==> src/rtl/channel_capture.sv <==
// channel_capture: per-channel acquisition front end.
// Synchronizes one probe input, run-length encodes its edges into 32-bit
// event words and queues them in a DEPTH-word FIFO for the transfer stage.
// Optional build macro: CHANNEL_CAPTURE_GLITCH_FILTER_EN adds a 3-sample
// stability stage after the synchronizer.
module channel_capture #(
    parameter int DEPTH     = 8,
    parameter int CNT_WIDTH = 27
) (
    input  logic        i_clk,
    input  logic        _rst,
    input  logic        sig_in,
    input  logic        enable,
    input  logic        read,
    output logic [31:0] data_out,
    output logic        available,
    output logic        overflow
);

    localparam int AW = $clog2(DEPTH);
    localparam logic [CNT_WIDTH-1:0] CNT_MAX = '1;

    typedef enum logic {
        ST_IDLE,
        ST_RUN
    } state_t;

    // Synchronizer and edge detection
    logic r_sync1;
    logic r_sync2;
    logic r_s_prev;
    logic w_s;
    logic w_edge;

    // Two-flop synchronizer for the asynchronous probe
    always_ff @(posedge i_clk) begin
        if (!_rst) begin
            r_sync1 <= 1'b0;
            r_sync2 <= 1'b0;
        end else begin
            r_sync1 <= sig_in;
            r_sync2 <= r_sync1;
        end
    end

`ifdef CHANNEL_CAPTURE_GLITCH_FILTER_EN
    logic r_hist1;
    logic r_hist2;
    logic r_filt;

    // Stability stage: two history flops plus the held filtered level
    always_ff @(posedge i_clk) begin
        if (!_rst) begin
            r_hist1 <= 1'b0;
            r_hist2 <= 1'b0;
            r_filt  <= 1'b0;
        end else begin
            r_hist1 <= r_sync2;
            r_hist2 <= r_hist1;
            r_filt  <= w_s;
        end
    end

    // Follow the synchronized input only once three consecutive samples agree
    assign w_s = ((r_sync2 == r_hist1) && (r_hist1 == r_hist2)) ? r_sync2 : r_filt;
`else
    assign w_s = r_sync2;
`endif

    // Previous level of the (possibly filtered) signal for edge detection
    always_ff @(posedge i_clk) begin
        if (!_rst) begin
            r_s_prev <= 1'b0;
        end else begin
            r_s_prev <= w_s;
        end
    end

    assign w_edge = w_s ^ r_s_prev;

    // Read strobe edge detection
    logic r_read_prev;
    logic w_pop;

    // Remember last read level so a held read pops only once
    always_ff @(posedge i_clk) begin
        if (!_rst) begin
            r_read_prev <= 1'b0;
        end else begin
            r_read_prev <= read;
        end
    end

    // FIFO state
    logic [31:0]    r_mem [DEPTH];
    logic [AW-1:0]  r_wr_ptr;
    logic [AW-1:0]  r_rd_ptr;
    logic [AW:0]    r_count;
    logic [31:0]    r_dout;
    logic           r_overflow;

    assign w_pop = read & ~r_read_prev & (r_count != '0);

    // Encoder FSM state
    state_t                r_state;
    state_t                w_state_next;
    logic [CNT_WIDTH-1:0]  r_cnt;
    logic [CNT_WIDTH-1:0]  w_cnt_next;
    logic                  w_push;
    logic [31:0]           w_push_word;
    logic                  w_ovf_clr;

    // Encoder state and delta counter registers
    always_ff @(posedge i_clk) begin
        if (!_rst) begin
            r_state <= ST_IDLE;
            r_cnt   <= '0;
        end else begin
            r_state <= w_state_next;
            r_cnt   <= w_cnt_next;
        end
    end

    // Next state, delta counter and event word generation
    always_comb begin
        w_state_next = r_state;
        w_cnt_next   = r_cnt;
        w_push       = 1'b0;
        w_push_word  = '0;
        w_ovf_clr    = 1'b0;
        case (r_state)
            ST_IDLE: begin
                if (enable) begin
                    w_state_next = ST_RUN;
                    w_push       = 1'b1;
                    w_push_word  = {3'b000, 1'b0, w_s, {CNT_WIDTH{1'b0}}};
                    w_cnt_next   = CNT_WIDTH'(1);
                    w_ovf_clr    = 1'b1;
                end
            end
            ST_RUN: begin
                if (!enable) begin
                    w_state_next = ST_IDLE;
                end else if (w_edge) begin
                    w_push      = 1'b1;
                    w_push_word = {3'b000, 1'b0, w_s, r_cnt};
                    w_cnt_next  = CNT_WIDTH'(1);
                end else if (r_cnt == CNT_MAX) begin
                    // Saturation marker keeps the DELTA sum equal to elapsed cycles
                    w_push      = 1'b1;
                    w_push_word = {3'b000, 1'b1, w_s, CNT_MAX};
                    w_cnt_next  = CNT_WIDTH'(1);
                end else begin
                    w_cnt_next  = r_cnt + CNT_WIDTH'(1);
                end
            end
            default: begin
                w_state_next = ST_IDLE;
            end
        endcase
    end

    // FIFO control: a pop frees the slot for a same-cycle push when full
    logic           w_full;
    logic           w_wr;
    logic           w_drop;
    logic [AW:0]    w_count_next;
    logic [AW-1:0]  w_rd_ptr_next;

    assign w_full        = (r_count == (AW+1)'(DEPTH));
    assign w_wr          = w_push & (~w_full | w_pop);
    assign w_drop        = w_push & w_full & ~w_pop;
    assign w_count_next  = r_count + (AW+1)'(w_wr) - (AW+1)'(w_pop);
    assign w_rd_ptr_next = w_pop ? (r_rd_ptr + AW'(1)) : r_rd_ptr;

    // Pointer, occupancy and sticky overflow registers
    always_ff @(posedge i_clk) begin
        if (!_rst) begin
            r_wr_ptr   <= '0;
            r_rd_ptr   <= '0;
            r_count    <= '0;
            r_overflow <= 1'b0;
        end else begin
            if (w_wr) begin
                r_wr_ptr <= r_wr_ptr + AW'(1);
            end
            r_rd_ptr <= w_rd_ptr_next;
            r_count  <= w_count_next;
            if (w_drop) begin
                r_overflow <= 1'b1;
            end else if (w_ovf_clr) begin
                r_overflow <= 1'b0;
            end
        end
    end

    // Storage array write port
    always_ff @(posedge i_clk) begin
        if (w_wr) begin
            r_mem[r_wr_ptr] <= w_push_word;
        end
    end

    // Registered head read; a push into an empty-after-pop FIFO is forwarded
    always_ff @(posedge i_clk) begin
        if (!_rst) begin
            r_dout <= '0;
        end else if (w_count_next != '0) begin
            if (w_wr && (r_wr_ptr == w_rd_ptr_next)) begin
                r_dout <= w_push_word;
            end else begin
                r_dout <= r_mem[w_rd_ptr_next];
            end
        end
    end

    assign data_out  = r_dout;
    assign available = (r_count != '0);
    assign overflow  = r_overflow;

endmodule

==> config.mk <==
export PLATFORM = sky130hd
export DESIGN_NAME = channel_capture
export DESIGN_NICKNAME = d
export VERILOG_FILES = /design/src/rtl/channel_capture.sv
export SDC_FILE = /design/constraint.sdc
export NUM_CORES = 1
export LEC_CHECK = 0
export CAP_MARGIN = 25
export CORE_MARGIN = 10
export CORE_UTILIZATION = 55
export CTS_CLUSTER_SIZE = 40
export DETAILED_ROUTE_END_ITERATION = 7
export DONT_BUFFER_PORTS = 1
export PLACE_DENSITY = 0.76
export SKIP_LAST_GASP = 1
export SYNTH_ARGS = -nofsm -noshare
export SYNTH_HDL_FRONTEND = slang
export SYNTH_SLANG_ARGS = --single-unit
==> constraint.sdc <==
create_clock -name i_clk -period 12.6 [get_ports i_clk]
set_clock_uncertainty 0.2 [all_clocks]
set_input_delay 1.89 -clock i_clk [delete_from_list [all_inputs] [get_ports i_clk]]
set_output_delay 1.89 -clock i_clk [all_outputs]
set_load 0.02 [all_outputs]
* Yosys cells after proc, flatten, opt, wreduce, memory -nomap -nowiden
Memories as Yosys holds them, arrays and structs flattened. A register that Yosys moved wholly into a read port is not among the register bits.
Index checks and enable logic that the tools add are counted.
** Storage, ports and cells
- RAM bits :: 256
- Input bits :: 5
- Memories :: 1
- Register bits :: 43
- Output and inout bits :: 34
** Memory list
- r_mem :: words 8, bits a word 32, read ports 1, clocked after Yosys merged registers in 1, wr ports 1, line 95 : logic [31:0] r_mem [DEPTH];
** Operators by class
- Muxes and demuxes :: 21
- Bitwise gates (word level) :: 11
- Reduce and logical (&&, ||, !) cells :: 5
- Add/subtract/negate cells :: 5
- Eq/ne operators :: 4
** Operators by type and width (number)
- two-way mux 27 bit :: 4
- two-way mux 29 bit :: 3
- case mux 32 bit (2 select lines) :: 1
- case mux 27 bit (2 select lines) :: 1
- two-way mux 28 bit :: 1
- adder 27 x 1 -> 27 bit (second input constant) :: 1
- == test 27 bit (second input constant) :: 1
- two-way mux 1 bit :: 9
- nonzero test 4 bit :: 2
- adder 3 x 1 -> 3 bit (second input constant) :: 2
- AND 1 bit :: 5
- adder 4 x 1 -> 4 bit :: 1
- == test 4 bit (second input constant) :: 1
- inequality test 2 bit (second input constant) :: 2
- NOT 1 bit :: 4
- subtractor 4 x 1 -> 4 bit :: 1
- two-way mux 3 bit :: 1
- case mux 1 bit (2 select lines) :: 1
- AND reduction 2 bit :: 1
- nonzero test 2 bit :: 1
- zero test 1 bit :: 1
- OR 1 bit :: 1
- XOR 1 bit :: 1

* Longest topological paths before layout
- Word-level depth :: 9
- Gate-level depth with buffers :: 19
- Mapped depth without buffers :: 17

* Least setup slack after synthesis
OpenSTA, ideal clock, no wires.
- Path type :: in2reg
- From :: in read
- To :: mem r_mem[2][0] (enable)
- Stages on the path :: 7
- Library setup time :: 0.498 ns
- Setup slack :: 6.149 ns
- Arrival :: 5.753 ns
- Buffers on the path :: 1
- Cells stage by stage :: nand2b_1 > buf_2 > o211ai_1 > nand2_1 > a21oi_2 > inv_2 > nor4b_1
** On the way
- Word-level cells in the longest chain between the ends :: 6
** Ends and longest elaborated chain
- start: declaration :: line 14 : input logic read,
- AND 1 bit (2 in series) :: line 102 : assign w_pop = read & ~r_read_prev & (r_count != '0);
- OR 1 bit :: line 171 : assign w_wr = w_push & (~w_full | w_pop);
- AND 1 bit :: line 171
- two-way mux 1 bit :: line 199 : if (w_wr) begin
- two-way mux 1 bit (not written as such) :: line 200 : r_mem[r_wr_ptr] <= w_push_word;
- end: declaration :: line 95
No other way between the ends.

* Worst setup path after layout
- From :: in read
- To :: reg r_dout[11] (netlist: data_out[11]) (read register of r_mem)
** On the way
- Word-level cells in the longest chain between the ends :: 7
** Ends and longest elaborated chain
- AND 1 bit * (2 in series) :: line 102
- OR 1 bit :: line 171
- AND 1 bit :: line 171
- adder 4 x 1 -> 4 bit :: line 173 : assign w_count_next = r_count + (AW+1)'(w_wr) - (AW+1)'(w_pop);
- subtractor 4 x 1 -> 4 bit :: line 173
- nonzero test 4 bit :: line 208 : end else if (w_count_next != '0) begin
- end: declaration :: line 99 : logic [31:0] r_dout;
Every way passes the cells marked *; elsewhere a longest branch is shown, timed or not.
A chain may end at the register's enable or synchronous reset.

==> summary.txt <==
Synth
  • Cell with the most instances after synthesis: edfxtp_1
  • XOR/XNOR share of the synthesized area: 1.971%
  • Unique masters post-synth: 57
  • Sequential fraction of the synthesis area: between 60% and 70%
  • Primary FF master, synth: edfxtp_1
  • Avg Synthesized Cell Area: 11.97 um^2
  • Flops & latches, synth: 304
  • Fraction of the mapped netlist area in adder cells: 0.9629%
  • Ys async rst share: 0%
  • Largest family of logic cells by synthesized area: compound AO/OA/AOI/OAI gates
  • Top post-synthesis cells by area: edfxtp_1 (51%), dfxtp_1 (10%), mux2_2 (4.7%), o22ai_1 (3.8%), o221ai_1 (3.6%)
  • Post-synth top area cell: edfxtp_1
  • EDFF count, synth: 232
  • Number of synthesis warnings: 0
  • Synthesized cell area: 13770 um^2
  • Multiplexer area fraction after synthesis: 4.987%
  • Top cells by count, synth: edfxtp_1 (232), a21oi_1 (95), o22ai_1 (84)
  • Mapped Cells: roughly 1200
  • Post-synth top area share: 50.58%
  • Simple-gate share of the synthesized area: under 10%
  • Compound-cell area share of the yosys netlist: 18.29%

Drt
  • Via count of the routed design: between 10000 and 15000
  • Initial DRC count: 1296
  • Post-route ant nets: 0
  • Wire length per cell: 24.81 um
  • Drt via density: 6.903
  • Drt pass-1 iters: 6
  • Drt drc: 0
  • Drt total wl: 36.34 mm

CTS
  • Bufs on Longest Clock Path: 3
  • H-tree depth: 1
  • Clock sink count: 304
  • CTS tree: built
  • Post_cts resized: 0
  • Hold-fix buffers at CTS: 0
  • Num CTS Buffers: 31
  • Postcts setup bufs: 0
  • Clock transition at the registers of the reported paths: 0.06 ns
  • Clock Root Buffer: clkbuf_16
  • Clk_lat worst skew: 0.56 ns

Timing
  • Max Clock Freq: about 0.15 GHz
  • RSZ-0062 raised after global routing: false
  • Minimum clock period: 6.502 ns
  • Setup_tns: 0 ns
  • Final Hold Viols: 0
  • Slew @ Worst Pin: slightly below 1 ns
  • Final WS setup: just over 6 ns
  • Relative slew slack: 34.68%
  • Fin. max-slew vios: 0
  • Fin crit share: 51.60%
  • Final setup fails: 0

GRT
  • Gr usage total: ~22%
  • Remaining Overflow, GRT: 0
  • Largest net degree at the start of global routing: between 100 and 150
  • Initial antenna violation count: 2
  • First-pass GRT wire length: 55.99 mm
  • Vias in the first global route: 9683

Worst setup path
  • R2r endpoint: data_out[11]
  • Reg-to-reg critical path startpoint: r_cnt[0]
  • CP Launch Type: input pin
  • CP max FO: 34
  • WP data arrival: 6.69 ns
  • Reg2Reg Setup Slack: approximately 6.7 ns
  • Worst R2R Path Depth: 16
  • Setup Crit Path Kind: in -> reg
  • CP required: 12.79 ns
  • Setup crit end kind: register

Power and ir drop
  • Static Leak: approximately 5.2 nW
  • PD cells: 201.0 nW/um^2
  • Tot Pwr: a little over 0.003 W
  • VDD IR max: 0.1374 mV

Layout
  • Fin nets: 1131
  • Share of layout cells above drive strength 1: 14.72%
  • Fin area: 15260 um^2
  • # diodes: 0
  • Final Util: 62.39%
  • FILL cells: between 1500 and 2000
  • Area Overhead vs Synth: 10.80%

Floorplanning
  • Effective utilization at floorplan: about 56%
  • Die Wd: approximately 180 um
  • Die ar.: around 32000 um^2
  • Ports: 39
  • Core area: 24460 um^2
  • Die height: 178.2 um
  • Number of cell rows: 57

Run
  • Max-cap violations: 0

Min path
  • Hold Path Stages: 1
  • Worst hold path type: reg -> reg
  • HP Start: r_sync1
  • Hold EP: r_sync2

Place
  • Port bufs: 0
  • Setup WS pre-CTS: roughly 5.6 ns
  • Post-DP HPWL: 21.04 mm
  • GPL Wtd Cong: 0.8396
  • Dpl cell area: 14060 um^2

Outcome
  • Status: completed
-- where the power goes --
group / internal [W] / switching (W)
clock: 0.000599 / 0.000390
combinational: 0.000281 / 0.000518
sequential: 0.00115 / 0.000130
-- layout by cell type, fill, tap and decap left out, drive strengths merged, types with 2 or more instances in the layout --
cell type	count
nor3b	8
ha	9
a211oi	29
nor3	11
a221oi	28
nand3	14
nand4	14
nor4	4
nor2b	2
nor4b	2
o211ai	3
edfxtp	232
nand2	74
clkbuf	40
buf	27
o221ai	56
o21ai	37
a222oi	2
and4	2
bufinv	4
clkinvlp	4
nor2	44
mux4	2
a21oi	96
xor2	10
nand2b	2
and2	13
inv	51
conb	3
clkinv	9
xnor2	21
and3	32
mux2	57
or3	2
a41oi	29
o22ai	84
a21o	2
dfxtp	72
-- per-stage QoR --
| stage | hold WS [ns] | instances |
|---|---|---|
| floorplan | 0.2119 | 1153 |
| global placement | 0.2168 | 1403 |
| detailed placement | 0.2274 | 1404 |
| CTS | 0.2471 | 1462 |
| global route | 0.2630 | 1465 |
| finish | 0.2431 | 1465 |
-- worst max-delay path by stage --
stage,start,endpoint,slack (ns)
4_1_cts,read,data_out[11],6.15
3_5_place_dp,read,data_out[17],5.61
5_1_grt,read,data_out[11],5.62
2_1_floorplan,read,r_mem[2][0],6.15
6_report,read,data_out[11],6.10
3_3_place_gp,read,data_out[4],5.65
-- layer usage --
layer / global-route usage [%] / wire (um)
met1: 29.29 / 14140
met2: 36.62 / 17190
met3: 3.679 / 3594
met4: 9.335 / 1412
met5: 0 / 0
-- final cells by class --
class / instances / area [um^2] / share of cell area (%)
timing repair buffer: 27 / 270.3 / 1.771
clock buffer: 40 / 923.4 / 6.051
multi-input combinational: 702 / 4855 / 31.81
clock inverter: 18 / 207.7 / 1.361
inverter: 50 / 187.7 / 1.230
sequential: 304 / 8412 / 55.12
tap: 324 / 405.4 / 2.656
-- flip-flops by register name, indices dropped and copies added (netlist names) --
| signal | flops |
|---|---|
| r_cnt | 27 |
| r_mem | 232 |
| r_count | 4 |
| r_rd_ptr | 3 |
| r_read_prev | 1 |
| r_sync2 | 1 |
| r_state | 1 |
| r_s_prev | 1 |
| overflow | 1 |
| r_wr_ptr | 3 |
| r_sync1 | 1 |
| data_out | 29 |
-- critical path: stages --
cell and delay (ns):
nand2b_1 0.23, o211ai_1 0.35, nand2_1 0.13, a21oi_4 0.74, inv_2 0.23, ha_1 0.35, inv_1 0.06, ha_1 0.16
inv_1 0.06, fa_1 0.51, nand2b_1 0.08, nor3b_1 0.17, mux2_2 0.57, a211o_1 0.83, o21ai_0 0.28
-- logic make-up after synthesis --
kind of cell | after synthesis
flip-flops | 304
multiplexers | 59
AND/OR/NAND/NOR | 227
XOR/XNOR | 31
AO/OA/AOI/OAI | 372
adder cells (fa/ha/maj) | 10
other | 1
buffers and inverters | 147
No activity file was read; power rests on OpenSTA's default activity.
